## config.mk

```make
export PLATFORM = sky130hd
export DESIGN_NAME = control_pipeline
export DESIGN_NICKNAME = d
export VERILOG_FILES = /design/src/rtl/ctrl_pkg.sv /design/src/rtl/ctrl_decoder.sv /design/src/rtl/control_pipeline.sv
export SDC_FILE = /design/constraint.sdc
export NUM_CORES = 1
export LEC_CHECK = 0
export CAP_MARGIN = 10
export CORE_UTILIZATION = 55
export CTS_BUF_LIST = sky130_fd_sc_hd__clkbuf_4 sky130_fd_sc_hd__clkbuf_8
export DETAILED_ROUTE_END_ITERATION = 6
export DONT_BUFFER_PORTS = 1
export MAX_ROUTING_LAYER = met4
export PLACE_DENSITY = 0.73
export SLEW_MARGIN = 20
export SYNTH_ARGS = -nofsm -noshare
export SYNTH_HDL_FRONTEND = slang
export SYNTH_SLANG_ARGS = --single-unit
```

## constraint.sdc

```tcl
create_clock -name clk -period 1.5 [get_ports clk]
set_input_delay 0.3 -clock clk [delete_from_list [all_inputs] [get_ports clk]]
set_output_delay 0.3 -clock clk [all_outputs]
set_load 0.005 [all_outputs]
```

## src/rtl/ctrl_pkg.sv

```systemverilog
// ctrl_pkg: shared definitions for the control pipeline.
//   - opcode constants for the 16-bit ISA (OP_ADD .. OP_HALT)
//   - ImmSrc encodings
//   - ctrl_t: control bundle carried from ID into EX
//   - mem_ctrl_t: the subset of controls that survives into MEM
//   - state_t: HALT drain state machine encoding
//   - helpers telling which source-register fields an opcode reads
package ctrl_pkg;

  localparam logic [3:0] OP_ADD   = 4'd0;
  localparam logic [3:0] OP_SUB   = 4'd1;
  localparam logic [3:0] OP_AND   = 4'd2;
  localparam logic [3:0] OP_OR    = 4'd3;
  localparam logic [3:0] OP_XOR   = 4'd4;
  localparam logic [3:0] OP_SHIFT = 4'd5;
  localparam logic [3:0] OP_ADDI  = 4'd6;
  localparam logic [3:0] OP_LOAD  = 4'd7;
  localparam logic [3:0] OP_STORE = 4'd8;
  localparam logic [3:0] OP_BEQ   = 4'd9;
  localparam logic [3:0] OP_BNE   = 4'd10;
  localparam logic [3:0] OP_JUMP  = 4'd11;
  localparam logic [3:0] OP_HALT  = 4'd15;

  localparam logic [1:0] IMM_NONE = 2'b00;
  localparam logic [1:0] IMM_I    = 2'b01;
  localparam logic [1:0] IMM_B    = 2'b10;
  localparam logic [1:0] IMM_J    = 2'b11;

  typedef struct packed {
    logic       ALUsrc;
    logic [3:0] opcode;
    logic       dir;
    logic       MemRead;
    logic       MemWrite;
    logic       ResultSrc;
    logic       RegWrite;
    logic       is_branch;
    logic       is_bne;
    logic [7:0] imm;
  } ctrl_t;

  localparam ctrl_t CTRL_BUBBLE = '0;

  typedef struct packed {
    logic MemRead;
    logic MemWrite;
    logic ResultSrc;
    logic RegWrite;
  } mem_ctrl_t;

  typedef enum logic [1:0] {
    ST_RUN    = 2'd0,
    ST_DRAIN  = 2'd1,
    ST_HALTED = 2'd2
  } state_t;

  // rs1 is read by every ALU, memory and branch instruction.
  function automatic logic uses_rs1(input logic [3:0] op);
    return (op <= OP_BNE);
  endfunction

  // rs2 is read by register-register ALU ops, STORE (data) and branches.
  function automatic logic uses_rs2(input logic [3:0] op);
    return (op <= OP_SHIFT) || (op == OP_STORE) || (op == OP_BEQ) || (op == OP_BNE);
  endfunction

endpackage

```

## src/rtl/ctrl_decoder.sv

```systemverilog
// ctrl_decoder: purely combinational instruction decoder.
// Ports:
//   instruction  in  16  [15:12] opcode, [7:0] imm/target, [0] shift dir
//   ctrl         out     control bundle for the ID->EX register
//   imm_src      out 2   immediate format used in ID
//   is_jump      out 1   instruction is JUMP
//   is_halt      out 1   instruction is HALT
// NOP (12-14) and HALT produce an all-zero control bundle.
module ctrl_decoder
  import ctrl_pkg::*;
(
  input  logic [15:0] instruction,
  output ctrl_t       ctrl,
  output logic [1:0]  imm_src,
  output logic        is_jump,
  output logic        is_halt
);

  logic [3:0] op;
  // Register-number fields are consumed by the hazard logic, not here.
  logic       unused_reg_fields;

  assign op                = instruction[15:12];
  assign unused_reg_fields = ^instruction[11:8];

  always_comb begin
    ctrl    = CTRL_BUBBLE;
    imm_src = IMM_NONE;
    is_jump = 1'b0;
    is_halt = 1'b0;
    case (op)
      OP_ADD, OP_SUB, OP_AND, OP_OR, OP_XOR: begin
        ctrl.opcode   = op;
        ctrl.RegWrite = 1'b1;
      end
      OP_SHIFT: begin
        ctrl.opcode   = op;
        ctrl.dir      = instruction[0];
        ctrl.RegWrite = 1'b1;
      end
      OP_ADDI: begin
        ctrl.ALUsrc   = 1'b1;
        ctrl.opcode   = OP_ADD;
        ctrl.RegWrite = 1'b1;
        imm_src       = IMM_I;
      end
      OP_LOAD: begin
        ctrl.ALUsrc    = 1'b1;
        ctrl.opcode    = OP_ADD;   // address = rs1 + imm
        ctrl.MemRead   = 1'b1;
        ctrl.ResultSrc = 1'b1;
        ctrl.RegWrite  = 1'b1;
        imm_src        = IMM_I;
      end
      OP_STORE: begin
        ctrl.ALUsrc   = 1'b1;
        ctrl.opcode   = OP_ADD;
        ctrl.MemWrite = 1'b1;
        imm_src       = IMM_I;
      end
      OP_BEQ, OP_BNE: begin
        ctrl.opcode    = OP_SUB;   // compare by subtraction in EX
        ctrl.is_branch = 1'b1;
        ctrl.is_bne    = (op == OP_BNE);
        ctrl.imm       = instruction[7:0];
        imm_src        = IMM_B;
      end
      OP_JUMP: begin
        imm_src = IMM_J;
        is_jump = 1'b1;
      end
      OP_HALT: begin
        is_halt = 1'b1;
      end
      default: ;
    endcase
  end

endmodule

```

## src/rtl/control_pipeline.sv

```systemverilog
// control_pipeline: decode and control sequencing for datapath_pipelined.
// Decodes the IF instruction, carries controls through ID/EX, EX/MEM and
// MEM/WB, detects load-use hazards, squashes on flush/taken branch,
// generates jump/branch redirects and runs the HALT drain state machine.
// Optional feature macro: CTRL_PERF_CNT_EN adds cycle/stall/flush counters.
// Ports:
//   clk, reset (synchronous, active-high)
//   instruction_IF[15:0], branch_taken_EX, flush            inputs
//   stall, jump, PC_sel, branch_target[PC_W-1:0]            redirect / freeze
//   ImmSrc[1:0] (ID, combinational)                         ID control
//   ALUsrc, opcode[3:0], dir                                EX controls
//   MemRead_MEM, MemWrite_MEM, ResultSrc_MEM, RegWrite_MEM  MEM controls
//   RegWrite_WB, halted                                     WB / status
//   cycle_cnt, stall_cnt, flush_cnt [15:0]                  only with macro
module control_pipeline
  import ctrl_pkg::*;
#(
  parameter int DRAIN_CYCLES = 3,
  parameter int PC_W         = 8
) (
  input  logic            clk,
  input  logic            reset,
  input  logic [15:0]     instruction_IF,
  input  logic            branch_taken_EX,
  input  logic            flush,
  output logic            stall,
  output logic            jump,
  output logic            PC_sel,
  output logic [PC_W-1:0] branch_target,
  output logic [1:0]      ImmSrc,
  output logic            ALUsrc,
  output logic [3:0]      opcode,
  output logic            dir,
  output logic            MemRead_MEM,
  output logic            MemWrite_MEM,
  output logic            ResultSrc_MEM,
  output logic            RegWrite_MEM,
  output logic            RegWrite_WB,
  output logic            halted
`ifdef CTRL_PERF_CNT_EN
  ,
  output logic [15:0]     cycle_cnt,
  output logic [15:0]     stall_cnt,
  output logic [15:0]     flush_cnt
`endif
);

  localparam int CNT_W = (DRAIN_CYCLES > 1) ? $clog2(DRAIN_CYCLES) : 1;

  // Decode of the instruction currently in ID
  ctrl_t      dec_ctrl;
  logic [1:0] dec_imm_src;
  logic       dec_is_jump;
  logic       dec_is_halt;

  logic [3:0] op_id;
  logic [2:0] rd_id, rs1_id, rs2_id;

  // Pipeline and FSM state
  ctrl_t      ex_q, ex_d;
  logic [2:0] rd_ex_q, rd_ex_d;
  mem_ctrl_t  mem_q, mem_d;
  logic       rw_wb_q, rw_wb_d;
  state_t     state_q, state_d;
  logic [CNT_W-1:0] drain_cnt_q, drain_cnt_d;
  logic       halted_q, halted_d;

  // Hazard / redirect terms
  logic running;
  logic pc_sel_c;
  logic squash;
  logic load_use;
  logic jump_c;
  logic halt_go;

  // BNE vs BEQ is resolved by Execute through branch_taken_EX.
  logic unused_is_bne;
  assign unused_is_bne = ex_q.is_bne;

  ctrl_decoder u_dec (
    .instruction (instruction_IF),
    .ctrl        (dec_ctrl),
    .imm_src     (dec_imm_src),
    .is_jump     (dec_is_jump),
    .is_halt     (dec_is_halt)
  );

  assign op_id  = instruction_IF[15:12];
  assign rd_id  = instruction_IF[11:9];
  assign rs1_id = instruction_IF[8:6];
  assign rs2_id = instruction_IF[5:3];

  always_comb begin
    running  = (state_q == ST_RUN);
    pc_sel_c = running && ex_q.is_branch && branch_taken_EX;
    // Anything in ID on a flush or taken-branch cycle is wrong-path.
    squash   = flush || pc_sel_c;
    // A squashed instruction never needs the load result, so no stall.
    load_use = running && ex_q.MemRead && !squash &&
               ((uses_rs1(op_id) && (rd_ex_q == rs1_id)) ||
                (uses_rs2(op_id) && (rd_ex_q == rs2_id)));
    jump_c   = running && dec_is_jump && !load_use && !squash;
    halt_go  = running && dec_is_halt && !squash;
  end

  // Next-state for the pipeline registers and the HALT FSM
  always_comb begin
    ex_d        = dec_ctrl;
    rd_ex_d     = rd_id;
    mem_d       = '{MemRead:   ex_q.MemRead,
                    MemWrite:  ex_q.MemWrite,
                    ResultSrc: ex_q.ResultSrc,
                    RegWrite:  ex_q.RegWrite};
    rw_wb_d     = mem_q.RegWrite;
    state_d     = state_q;
    drain_cnt_d = drain_cnt_q;

    if (!running || squash || load_use) begin
      ex_d    = CTRL_BUBBLE;
      rd_ex_d = '0;
    end

    case (state_q)
      ST_RUN: begin
        if (halt_go) begin
          state_d     = ST_DRAIN;
          drain_cnt_d = CNT_W'(DRAIN_CYCLES - 1);
        end
      end
      ST_DRAIN: begin
        // flush is deliberately not consulted: the drain always completes.
        if (drain_cnt_q == '0) state_d = ST_HALTED;
        else                   drain_cnt_d = drain_cnt_q - CNT_W'(1);
      end
      ST_HALTED: begin
        mem_d   = '0;
        rw_wb_d = 1'b0;
      end
      default: state_d = ST_RUN;
    endcase

    halted_d = (state_d == ST_HALTED);
  end

  always_ff @(posedge clk) begin
    if (reset) begin
      ex_q        <= CTRL_BUBBLE;
      rd_ex_q     <= '0;
      mem_q       <= '0;
      rw_wb_q     <= 1'b0;
      state_q     <= ST_RUN;
      drain_cnt_q <= '0;
      halted_q    <= 1'b0;
    end else begin
      ex_q        <= ex_d;
      rd_ex_q     <= rd_ex_d;
      mem_q       <= mem_d;
      rw_wb_q     <= rw_wb_d;
      state_q     <= state_d;
      drain_cnt_q <= drain_cnt_d;
      halted_q    <= halted_d;
    end
  end

  // Outputs
  always_comb begin
    stall  = load_use || !running;
    jump   = jump_c;
    PC_sel = pc_sel_c;
    if (pc_sel_c)    branch_target = PC_W'(ex_q.imm);
    else if (jump_c) branch_target = PC_W'(instruction_IF[7:0]);
    else             branch_target = '0;
    ImmSrc = (state_q == ST_HALTED) ? IMM_NONE : dec_imm_src;
  end

  assign ALUsrc        = ex_q.ALUsrc;
  assign opcode        = ex_q.opcode;
  assign dir           = ex_q.dir;
  assign MemRead_MEM   = mem_q.MemRead;
  assign MemWrite_MEM  = mem_q.MemWrite;
  assign ResultSrc_MEM = mem_q.ResultSrc;
  assign RegWrite_MEM  = mem_q.RegWrite;
  assign RegWrite_WB   = rw_wb_q;
  assign halted        = halted_q;

`ifdef CTRL_PERF_CNT_EN
  logic [15:0] cycle_cnt_q, cycle_cnt_d;
  logic [15:0] stall_cnt_q, stall_cnt_d;
  logic [15:0] flush_cnt_q, flush_cnt_d;

  // All three wrap naturally at 16 bits.
  always_comb begin
    cycle_cnt_d = (state_q != ST_HALTED) ? cycle_cnt_q + 16'd1 : cycle_cnt_q;
    stall_cnt_d = load_use ? stall_cnt_q + 16'd1 : stall_cnt_q;
    flush_cnt_d = (flush || pc_sel_c) ? flush_cnt_q + 16'd1 : flush_cnt_q;
  end

  always_ff @(posedge clk) begin
    if (reset) begin
      cycle_cnt_q <= '0;
      stall_cnt_q <= '0;
      flush_cnt_q <= '0;
    end else begin
      cycle_cnt_q <= cycle_cnt_d;
      stall_cnt_q <= stall_cnt_d;
      flush_cnt_q <= flush_cnt_d;
    end
  end

  assign cycle_cnt = cycle_cnt_q;
  assign stall_cnt = stall_cnt_q;
  assign flush_cnt = flush_cnt_q;
`endif

endmodule
```

Yosys cells after proc, flatten, opt, wreduce, memory -nomap -nowiden
Index checks and enable logic that the tools add are counted.
- add/subtract/negate cells: 1
- magnitude comparators: 2
- eq/ne operators: 19
- bitwise gates (word level): 2
- mux-type cells: 18
- reduce and logical (&&, ||, !) cells: 36
- operators with widths (kind ; number):
    4-bit == test, second input constant ; 5
    4-bit by 3-bit == test with 1-bit output, second input constant ; 4
    8-bit two-way mux ; 2
    1-bit logical AND ; 12
    2-bit case mux with 3 select lines ; 2
    10-bit two-way mux ; 1
    2-bit two-way mux ; 5
    3-bit OR reduction ; 3
    4-bit by 2-bit == test with 1-bit output, second input constant ; 2
    1-bit logical OR ; 8
    4-bit case mux with 2 select lines ; 1
    8-bit OR reduction ; 1
    3-bit == test ; 2
    1-bit two-way mux ; 6
    2-bit OR reduction ; 3
    6-bit OR reduction ; 1
    2-bit == test, second input constant ; 2
    4-bit by 1-bit == test with 1-bit output, second input constant ; 1
    4-bit by 3-bit <= comparator with 1-bit output, second input constant ; 1
    4-bit <= comparator, second input constant ; 1
    2-bit logical NOT ; 2
    4-bit logical NOT ; 1
    2-bit case mux with 2 select lines ; 1
    1-bit logical NOT ; 3
    7 further kinds ; 8
- register bits after elaboration: 30

Longest topological paths before layout
- depth after elaboration: 12
- mapped depth: 6
- mapped depth without buffers: 6

Modules after synthesis
From an unflattened synthesis, not the netlist that was laid out.
- cells, all modules: 173
- area total of the unflattened synthesis: 1660.3 sq um
- modules (own cells, without submodules) (module ; cells each ; area each (sq um) ; times used):
    control_pipeline ; 135 ; 1415.1 ; 1
    ctrl_decoder ; 38 ; 245.2 ; 1

Least setup slack after synthesis
OpenSTA, ideal clock, no wires.
- path kind: reg2out
- start: register state_q[1]
- end: output port branch_target[0]
- required time: 1.200 ns
- path buffers: 1
- arrival time: 1.308 ns
- stages on the path, launching flop included: 5
- path slack: -0.108 ns
- cell sequence: dfxtp_1 > buf_6 > a2111o_1 > nor3_4 > a22o_1
- word-level cells in the longest chain between the ends: 12
- elaborated cells between the ends (all ways): 14
- ends and longest elaborated chain (what ; line ; text):
    start, declared ; control_pipeline.sv:64 ; state_t state_q, state_d;
    start signal, assigned ; control_pipeline.sv:159 ; state_q <= state_d;
    2-bit logical NOT * ; control_pipeline.sv:94 ; running = (state_q == ST_RUN);
    1-bit logical AND (2 in a row) ; control_pipeline.sv:95 ; pc_sel_c = running && ex_q.is_branch && branch_taken_EX;
    1-bit logical OR ; control_pipeline.sv:97 ; squash = flush || pc_sel_c;
    1-bit logical NOT ; control_pipeline.sv:99, control_pipeline.sv:102 ;
    1-bit logical AND (2 in a row) ; control_pipeline.sv:99 ; load_use = running && ex_q.MemRead && !squash &&
    1-bit logical NOT ; control_pipeline.sv:102 ; jump_c = running && dec_is_jump && !load_use && !squash;
    1-bit logical AND ; control_pipeline.sv:102 ;
    1-bit logical AND * ; control_pipeline.sv:102 ;
    via jump ; control_pipeline.sv:27 ; output logic jump,
    8-bit two-way mux * ; control_pipeline.sv:171 ; else if (jump_c) branch_target = PC_W'(instruction_IF[7:0]);
    8-bit two-way mux * ; control_pipeline.sv:170 ; if (pc_sel_c) branch_target = PC_W'(ex_q.imm);
    end, declared ; control_pipeline.sv:29 ; output logic [PC_W-1:0] branch_target,
Mark *: on every way through the listed nets, which the timed path passes. The rest lies on a longest branch.

Final worst setup path
- start: register ex_q[9] (netlist bit)
- end: output port branch_target[1]
- word-level cells in the longest chain between the ends: 11
- ends and longest elaborated chain (what ; line ; text):
    start, declared ; control_pipeline.sv:60 ; ctrl_t ex_q, ex_d;
    start signal, assigned ; control_pipeline.sv:147 ; ex_q <= CTRL_BUBBLE;
    start signal, assigned ; control_pipeline.sv:155 ; ex_q <= ex_d;
    1-bit logical AND * (2 in a row) ; control_pipeline.sv:95 ;
    1-bit logical OR ; control_pipeline.sv:97 ;
    1-bit logical NOT ; control_pipeline.sv:99, control_pipeline.sv:102 ;
    1-bit logical AND (2 in a row) ; control_pipeline.sv:99 ;
    1-bit logical NOT ; control_pipeline.sv:102 ;
    1-bit logical AND (2 in a row) ; control_pipeline.sv:102 ;
    8-bit two-way mux ; control_pipeline.sv:171 ;
    8-bit two-way mux * ; control_pipeline.sv:170 ;
Mark *: on every way between the ends. The rest lies on a longest branch, timed or not.

==> impl_metrics.ini <==
[final_layout]
finalInstanceArea_mm2 = 0.001597
seq_area_um2 = 605.6
nets = 177
syn_to_final_growth_pct = 19.59
multiInputGateArea_um2 = 725.7
n_antenna_cell = 0
drive_above_1_share = 0.3376
n_fill_cell = 191

[synthesis]
yosys-top-cells-area = dfxtp_1 45%, nor2_1 6.7%, a22o_1 5.2%, xnor2_1 4.6%, nand2_1 3.4%
yosysWarnings = 0
synth_top_cell_by_area = dfxtp_1
synth_top_cell_area_share = 0.4499
syn_area_mm2 = 0.001335
syn_nets = 167
syn_avg_cell_area_um2 = 9.144
synth_cell_types = 37
synth-seq-cells = 30
postSynth.asyncResetShare = 0
synth_edf_count = 0
syn_inst = 146
ys_seq_area_frac = 0.4499
ys.flop_type = dfxtp_1

[drt]
drc = 0
routed_wl_um = 2736
detail-route-antenna-nets = 0
drtPass1Iterations = 4
vias = 1008
via_per_inst = 5.449
wire_per_inst_um = 14.79
initialDrtViolationCount = 16

[worst_hold_path]
hp-class = in2reg
holdPathStages = 1

[timing]
slew_viol_final = 0
worst_slack_ns = -0.3514
fin_skew_ns = 0.007443
post-route-period-util = 1.234
fmaxAchievable_mhz = 540.1
hold_viol = 0
finalSetupViolCount = 11
fin_crit_ns = 1.851
rsz0062_at_grt = yes
tns_ns = -3.328

[floorplan]
rows = 17
die-area_mm2 = 0.002628
chipWidth_um = 51.27
io_pins = 45
initial_core_util = 0.5921
die-height_um = 51.27
coreArea_mm2 = 0.002255

[clock_tree]
clk_latency_ns = 0.33
cts_max_level = 2
hold_buffers = 0
clock_sinks = 30
path_clk_slew_ns = 0.08
cts_tree = built
cts_buffer_depth = 2
cts_root_buffer = clkbuf_4
cts_buffers = 5

[global_route]
globalRouteTotalUtil = 0.2230
antenna_found_initial = 0
grt_start_max_net_pins = 15
grt_pass1_wl_um = 4084
grt_pass1_vias = 913
gr-total-overflow = 0

[place]
gp_congestion = 0.7892
place_hpwl_um = 1815
place_area_mm2 = 0.001369
numPortBuffers = 0
dp_worst_setup_slack_ns = -0.05342

[status]
outcome = finished, violations left
violations = setup timing

[critical_path]
timing.critical_path.to = branch_target[1]
reg2regPathDepth = 6
worstSetupStartpoint = ex_q[9]$_SDFF_PP0_
worst_setup_path_end_kind = output pin
cp_max_fo = 6
ff2ff_setup_slack_ns = 0
arrival_ns = 1.55
crit_type = reg2out
crit_required_ns = 1.20
crit_path_start_kind = register
timing.rr.end = ex_q[12]$_SDFF_PP0_
r2r_start = ex_q[9]$_SDFF_PP0_

[power]
vdd_drop_max_v = 0.0008661
powerDensity_mw_per_mm2 = 917.8
leakage_nw = 0.6068

[flow_run]
maxCapViolCount = 0
[stage by stage]
stage	hold slack, ns	instances	power [mW]	utilization
floorplan	0.3724	146	0.9454	-
finish	0.03077	185	1.465	0.7081
detailed placement	0.3747	172	0.9483	0.6071
global placement	0.3735	172	0.9453	0.6071
CTS	0.02266	182	1.462	0.6559
global route	0.01079	185	1.529	0.7081
[logic make-up (layout without fill, tap and decap cells)]
| group | Yosys count | after routing | share of synthesized area |
|---|---|---|---|
| compound gates | 26 | 26 | 0.1546 |
| xor+xnor | 7 | 7 | 0.04592 |
| fa+ha+maj | 1 | 1 | 0.009371 |
| buf+inv | 20 | 31 | 0.08529 |
| flops | 30 | 30 | 0.4499 |
| mux | 1 | 1 | 0.007498 |
| other cells | 1 | 1 | 0.002809 |
| simple gates | 60 | 60 | 0.2446 |
[cells in the final DEF, fill, tap and decap left out, types with 3 or more instances in the layout]
master    count
dfxtp_2       4
xnor2_1       6
inv_1         6
nor2b_1       3
buf_6         5
clkbuf_4      6
buf_4        11
a22o_1        8
nand2_1      11
and2_1        5
nor2_2        6
nor3_2        4
a21oi_1       5
nor2_1       18
dfxtp_1      26
[routing by layer]
metal / track usage / share of wire / up-vias
met1: 0.2675 / 0.43 / 469
met4: 0.06757 / 0.0095 / 0
met5: - / 0 / -
met3: 0.09524 / 0.062 / 3
met2: 0.3399 / 0.50 / 27
li1: - / - / 509
[synthesized netlist by cell type (2+ instances only)]
library cell / instances
and2_1: 5
nand2_1: 12
nand4_1: 2
nor2_1: 24
dfxtp_1: 30
buf_2: 4
nor3_2: 4
buf_6: 2
o21ai_0: 2
xnor2_1: 7
a21oi_1: 6
buf_4: 5
nor2b_1: 4
clkbuf_1: 2
nor3_1: 2
inv_1: 6
a22o_1: 8
nand2b_1: 2
[worst max-delay path, stage by stage, from the launching register on]
cell and delay, ns:
dfxtp_2 0.33, a2111o_1 0.41, nor3_4 0.16, buf_4 0.18, a22o_1 0.15
[worst min path at each step]
| stage | start | to | slack, ns |
|---|---|---|---|
| after floorplan | reset | drain_cnt_q[0]$_SDFFE_PP0P_ | 0.37 |
| after CTS | instruction_IF[15] | ex_q[10]$_SDFF_PP0_ | 0.02 |
| final | reset | drain_cnt_q[1]$_SDFFE_PP0P_ | 0.03 |
| after global placement | instruction_IF[13] | opcode[2]$_SDFF_PP0_ | 0.37 |
| after detailed placement | instruction_IF[15] | ex_q[10]$_SDFF_PP0_ | 0.37 |
| after global routing | reset | drain_cnt_q[1]$_SDFFE_PP0P_ | 0.01 |
[report_power, final]
| part | total, mW | internal, mW | switching (mW) |
|---|---|---|---|
| combinational | 0.138 | 0.0673 | 0.0712 |
| clock | 0.507 | 0.245 | 0.262 |
| sequential | 0.820 | 0.812 | 0.00810 |
| total | 1.47 | 1.12 | 0.341 |
[flip-flops by register name (all words and copies together), names as in the netlist, 2 cells and up]
name / count
state_q: 2
opcode: 4
rd_ex_q: 3
drain_cnt_q: 2
ex_q: 12
[cell type report]
type,instances,area share
inverters,6,0.01411
well taps,28,0.02194
clock inverters,1,0.003135
clock buffers,7,0.03683
multi-input cells,96,0.4545
repair buffers,17,0.09013
flip-flops and latches,30,0.3793
[what timing repair did]
| item | CTS | global route |
|---|---|---|
| pin swaps | 4 | 6 |
| setup buffers | 2 | 1 |
| gates resized for setup | 8 | 24 |
| gates cloned | 0 | 2 |
| setup endpoints to repair | 12 | 32 |
(Power assumes the default switching activity.)
